$ cat config.mk
export PLATFORM = sky130hd
export DESIGN_NAME = mem_port_arbiter
export DESIGN_NICKNAME = d
export VERILOG_FILES = /design/src/rtl/rv32_pkg.sv /design/src/rtl/mem_port_arbiter.sv
export SDC_FILE = /design/constraint.sdc
export NUM_CORES = 1
export LEC_CHECK = 0
export ABC_AREA = 1
export CORE_ASPECT_RATIO = 0.75
export CORE_MARGIN = 1
export CORE_UTILIZATION = 35
export CTS_CLUSTER_DIAMETER = 30
export DETAILED_ROUTE_END_ITERATION = 16
export GPL_TIMING_DRIVEN = 1
export PLACE_DENSITY_LB_ADDON = 0.15
export REMOVE_ABC_BUFFERS = 1
export SLEW_MARGIN = 20
export SYNTH_ARGS = -nofsm -noshare
export SYNTH_HDL_FRONTEND = slang
export SYNTH_SLANG_ARGS = --single-unit
$ cat constraint.sdc
create_clock -name clk -period 1.8 [get_ports clk]
set_clock_uncertainty 0.05 [all_clocks]
set_input_delay 0.18 -clock clk [delete_from_list [all_inputs] [get_ports clk]]
set_output_delay 0.18 -clock clk [all_outputs]
set_load 0.005 [all_outputs]
$ cat src/rtl/rv32_pkg.sv
// Shared RV32 constants: arbiter FSM state codes and memory access width codes.
package rv32_pkg;

  localparam logic [1:0] IDLE   = 2'd0;
  localparam logic [1:0] BUSY_I = 2'd1;
  localparam logic [1:0] BUSY_D = 2'd2;

  localparam logic [2:0] BYTE = 3'b000;
  localparam logic [2:0] HALF = 3'b001;
  localparam logic [2:0] WORD = 3'b010;

endpackage

$ cat src/rtl/mem_port_arbiter.sv
// Arbitrates one single-ported unified memory between instruction fetch and the
// data stage, with a starvation guard that bounds how long fetch can be held off.
module mem_port_arbiter
  import rv32_pkg::*;
#(
  parameter int STARVE = 4
) (
  input  logic        clk,
  input  logic        rst,
  input  logic        if_req,
  input  logic [31:0] if_addr,
  input  logic        if_kill,
  output logic [31:0] if_rdata,
  output logic        if_valid,
  input  logic        d_req,
  input  logic        d_we,
  input  logic [2:0]  d_width,
  input  logic [31:0] d_addr,
  input  logic [31:0] d_wdata,
  output logic [31:0] d_rdata,
  output logic        d_valid,
  output logic        mem_req,
  output logic        mem_we,
  output logic [2:0]  mem_width,
  output logic [31:0] mem_addr,
  output logic [31:0] mem_wdata,
  input  logic [31:0] mem_rdata,
  input  logic        mem_ack,
  output logic        stall_if,
  output logic        stall_mem
);

  localparam int CW = $clog2(STARVE + 1);
  localparam logic [CW-1:0] STARVE_MAX = CW'(STARVE);

  logic [1:0]    state;
  logic [CW-1:0] starve_cnt;
  logic          drop;
  logic          grant_d;
  logic          grant_i;
  logic          ack_i;
  logic          ack_d;

  // Data wins a tie unless fetch has already lost STARVE times in a row.
  always_comb begin
    grant_d = (state == IDLE) && d_req && (!if_req || (starve_cnt != STARVE_MAX));
    grant_i = (state == IDLE) && if_req && !grant_d;
    ack_i   = (state == BUSY_I) && mem_ack;
    ack_d   = (state == BUSY_D) && mem_ack;
  end

  assign if_valid  = ack_i && !drop;
  assign d_valid   = ack_d;
  assign if_rdata  = mem_rdata;
  assign d_rdata   = mem_rdata;
  assign stall_if  = if_req && !if_valid;
  assign stall_mem = d_req && !d_valid;

  always_ff @(posedge clk or negedge rst) begin
    if (!rst) begin
      state      <= IDLE;
      mem_req    <= 1'b0;
      mem_we     <= 1'b0;
      mem_width  <= 3'b000;
      mem_addr   <= 32'h0;
      mem_wdata  <= 32'h0;
      drop       <= 1'b0;
      starve_cnt <= '0;
    end else begin
      case (state)
        IDLE: begin
          if (grant_d) begin
            state     <= BUSY_D;
            mem_req   <= 1'b1;
            mem_we    <= d_we;
            mem_width <= d_width;
            mem_addr  <= d_addr;
            mem_wdata <= d_wdata;
          end else if (grant_i) begin
            state     <= BUSY_I;
            mem_req   <= 1'b1;
            mem_we    <= 1'b0;
            mem_width <= WORD;
            mem_addr  <= if_addr;
            mem_wdata <= 32'h0;
          end

          if (!if_req || grant_i) begin
            starve_cnt <= '0;
          end else if (grant_d && (starve_cnt != STARVE_MAX)) begin
            starve_cnt <= starve_cnt + CW'(1);
          end

          // A redirect arriving with the fetch grant still discards that fetch.
          if (grant_i && if_kill) begin
            drop <= 1'b1;
          end
        end

        BUSY_I, BUSY_D: begin
          if (mem_ack) begin
            state   <= IDLE;
            mem_req <= 1'b0;
            mem_we  <= 1'b0;
            drop    <= 1'b0;
          end else if ((state == BUSY_I) && if_kill) begin
            drop <= 1'b1;
          end
        end

        default: begin
          state   <= IDLE;
          mem_req <= 1'b0;
          mem_we  <= 1'b0;
          drop    <= 1'b0;
        end
      endcase
    end
  end

endmodule
==> results.rst <==
.. list-table::
   :header-rows: 1

   * - Metric
     - Value
   * - Run status
     - complete, no violations
   * - Synthesized flop and latch total
     - 75
   * - Overflow left after global routing
     - 0
   * - Sequential standard cell area
     - approximately 0.0019 sq mm
   * - Series of cell instances along the critical path
     - inv_1, ha_1, nand2_1, nor2_2, nor2_1, dlygate4sd2_1
   * - Summed instance area of the synthesized netlist
     - 0.00379 sq mm
   * - Number of buffers between clock root and the deepest sink
     - 2
   * - Antenna violations before repair
     - 0
   * - Total Negative Setup Slacks
     - 0 ns
   * - Final Cell Area
     - 0.00560 sq mm
   * - Most used standard cells in the synthesized netlist
     - sky130_fd_sc_hd__nand2_1, sky130_fd_sc_hd__dfrtp_1, sky130_fd_sc_hd__buf_4
   * - Number of buffers added by the clock tree synthesis step
     - 9
   * - Total number of vias
     - around 3.4k
   * - Number of clock sinks
     - between 70 and 80
   * - Area enclosed by the die boundary
     - between 0.01 and 0.015 sq mm
   * - Crit path time final
     - between 1.5 and 2 ns
   * - Worst hold path class
     - in -> async
   * - Count of final hold-check violations
     - 0
   * - Highest ir drop seen on vdd
     - approximately 0.58 mV
   * - Number of buffer cells added on primary ports
     - 178
   * - Total setup violations reported at the end of the flow
     - 0
   * - Data required time at the worst endpoint
     - ~1.6 ns
   * - Master of the slowest instance on the critical path
     - sky130_fd_sc_hd__dfrtp_1
   * - Endpoint of the lowest-slack register-to-register path
     - mem_addr[11]
   * - Library cell occupying the most area in the post-synthesis netlist
     - sky130_fd_sc_hd__dfrtp_1
   * - Dominant synthesized flop cell
     - sky130_fd_sc_hd__dfrtp_1
   * - Number of primary I/O pins
     - between 200 and 300
   * - Fraction of final layout cells sized beyond drive strength 1
     - between 6 and 7%
   * - Detailed-route vias per instance
     - around 4.8
   * - Worst setup margin
     - between 0.1 and 0.15 ns
   * - Final slew viol count
     - 0
   * - Warnings, synthesis
     - 0
   * - Crit end category
     - output port
   * - Worst-case register-to-register setup slack
     - approximately 0.14 ns
   * - Worst Reg-to-Reg Cells
     - 8
   * - Worst slew margin
     - between 70% and 80%
   * - Violation count after the first detailed-route iteration
     - approximately 210
   * - Clock Root Buffer
     - sky130_fd_sc_hd__clkbuf_16
   * - Slew at the pin closest to its max-slew limit
     - 0.331 ns
   * - Hold slack
     - 0.243 ns
   * - Dominant delay contributor by cell family on the critical path
     - flip-flops
   * - Reg clk slew, reported paths
     - roughly 0.060 ns
   * - Post-synth top area share
     - about half
   * - Via count of the first global-routing pass
     - ~3.3k
   * - Ant. Diodes
     - 0
   * - Max Fclk
     - just under 600 MHz
   * - Pin count of the biggest net entering global routing
     - 44
   * - Core area
     - approximately 0.010 sq mm
   * - Data arrival time of the critical path
     - 1.46 ns
   * - Critical Path Source Type
     - flip-flop
   * - Antenna viol nets, final
     - 0
   * - Post-route fraction of the period consumed by the critical path
     - between 90% and 100%
   * - Classification of the worst setup path
     - reg -> out
   * - TritonCTS clock tree
     - yes
   * - MaxCap Viol Count
     - 0
   * - Width of the chip
     - roughly 120 um
   * - Count of different cell masters after synthesis
     - 20
   * - Total area of multi-input combinational cells
     - 0.00123 sq mm
   * - Worst path buffer plus inverter count
     - 2
   * - Height of the chip
     - approximately 92 um
   * - Total global-route track usage
     - 23.3%
   * - First-pass GRT wire length
     - roughly 19,000 um
   * - Launching element of the worst setup path
     - state[1]
   * - Unrepaired setup endpoints after global routing
     - no
   * - Launching point of the worst reg2reg path
     - state[0]
   * - Final weighted congestion in routability-driven placement
     - between 0.7 and 0.8
   * - Critical path's largest stage delay
     - roughly 0.38 ns
   * - Net total in the final layout
     - between 700 and 800
   * - Remaining DRCs
     - 0
   * - Clk_lat worst skew
     - approximately 0.32 ns
   * - Total detailed-routing wirelength
     - ~13,000 um
   * - Share of the yosys chip area belonging to registers
     - 49.5%
   * - Final Util
     - 53.8%
   * - Sum of net half-perimeters after detailed placement
     - 9560 um
   * - Async S/R FF share, synth
     - 100%
   * - Initial DRT Pass Iterations
     - 5
   * - Average wire per cell in the routed design
     - 18.1 um
   * - Number of enable-type register cells in the synthesized netlist
     - 0
   * - Cell with the most instances after synthesis
     - sky130_fd_sc_hd__nand2_1
   * - Mapped Avg Cell Area
     - about 8.4 sq um
   * - Power per unit of standard cell area
     - 1540 mW/mm^2
   * - Placement row count
     - 32
   * - Post-Synthesis Cells
     - between 400 and 500
   * - Largest cells by area after synthesis
     - sky130_fd_sc_hd__dfrtp_1, sky130_fd_sc_hd__nand2_1, sky130_fd_sc_hd__buf_4
   * - Layout-stage area growth over the synthesis result
     - 47.8%
   * - Highest net fanout along the worst path
     - 3
   * - Post-Place Worst Slack
     - ~0.062 ns
   * - Number of filler cells placed in the layout
     - between 1k and 1.5k
   * - Standard cell area after detailed placement
     - approximately 0.0053 sq mm
   * - Initial core utilization
     - 36.4%
   * - Pleak
     - about 2.6 nW
   * - H-tree depth
     - 3
repair_timing:
| action | in CTS | in global routing |
|---|---|---|
| pin swaps | 0 | 0 |
| endpoints found under the setup margin | 4 | 2 |
| resized for setup | 6 | 2 |
| endpoints found under the hold margin | 22 | 0 |
| hold buffers | 1 | 0 |
| setup buffers | 3 | 0 |
cells by family after synthesis:
kind of cell / after synthesis / share of synthesized area (%)
XOR/XNOR: 1 / 0.231
adder cells (fa/ha/maj): 7 / 2.31
AND/OR/NAND/NOR: 263 / 28.6
flip-flops: 75 / 49.5
AO/OA/AOI/OAI: 8 / 1.12
buffers and inverters: 99 / 18.2
layout make-up:
class	instances	area share [%]
sequential	75	33.5
multi-input combinational	279	22.0
inverter	14	0.938
clock inverter	3	0.827
clock buffer	13	4.65
timing repair buffer	194	35.1
tap	136	3.04
power by group:
part           leakage [nW]  switching (mW)  internal (mW)
clock network         0.146           0.669           1.15
registers             0.944           0.436           2.47
logic                  1.54            1.74           2.16
cells in the final DEF, fill, tap and decap left out:
cell type and count:
sky130_fd_sc_hd__inv_1 9, sky130_fd_sc_hd__nor2_2 1, sky130_fd_sc_hd__o22ai_1 2, sky130_fd_sc_hd__buf_6 1, sky130_fd_sc_hd__clkbuf_1 2, sky130_fd_sc_hd__buf_12 5
sky130_fd_sc_hd__clkbuf_8 2, sky130_fd_sc_hd__clkinv_4 1, sky130_fd_sc_hd__nor2_1 6, sky130_fd_sc_hd__nand2_4 1, sky130_fd_sc_hd__nand2_2 1, sky130_fd_sc_hd__o21ai_0 3
sky130_fd_sc_hd__a21oi_1 2, sky130_fd_sc_hd__nand2_1 185, sky130_fd_sc_hd__dlygate4sd3_1 1, sky130_fd_sc_hd__xor2_1 1, sky130_fd_sc_hd__ha_1 7, sky130_fd_sc_hd__clkdlybuf4s50_1 173
sky130_fd_sc_hd__o21ai_1 1, sky130_fd_sc_hd__clkbuf_16 9, sky130_fd_sc_hd__bufinv_16 1, sky130_fd_sc_hd__nand4_1 1, sky130_fd_sc_hd__nand3_2 1, sky130_fd_sc_hd__dfrtp_1 75
sky130_fd_sc_hd__buf_4 10, sky130_fd_sc_hd__inv_2 3, sky130_fd_sc_hd__dlygate4sd2_1 4, sky130_fd_sc_hd__nand3_1 67, sky130_fd_sc_hd__clkinvlp_4 1, sky130_fd_sc_hd__clkinv_1 2
stage by stage:
stage               std cells  power [mW]
finish                    714        8.63
global route              714        9.25
CTS                       714        8.73
detailed placement        694        6.82
global placement          694        6.75
floorplan                 368        4.30
flip-flops by register name (all words and copies together), names as in the netlist:
name        flops
mem_width       3
starve_cnt      3
drop            1
mem_addr       32
state           2
mem_wdata      32
mem_req         1
mem_we          1
layer usage:
layer,wire length (um),global-route usage (%),vias to the layer above,part of all wire [%]
met2,5020,29.7,239,39
met3,2390,19.7,13,19
met5,93,10.6,-,0.72
met4,134,4.98,2,1.0
met1,5290,28.4,1573,41
li1,-,-,1595,-
worst max path at each step:
stage,to,slack [ns],cells past startpoint
4_1_cts,stall_mem,0.09,6
5_1_grt,mem_addr[1],0.008,8
6_report,stall_if,0.11,6
3_5_place_dp,mem_addr[11],0.06,8
2_1_floorplan,mem_addr[0],-0.35,9
3_3_place_gp,mem_addr[22],0.12,8
No activity file was read; power rests on OpenSTA's default activity.
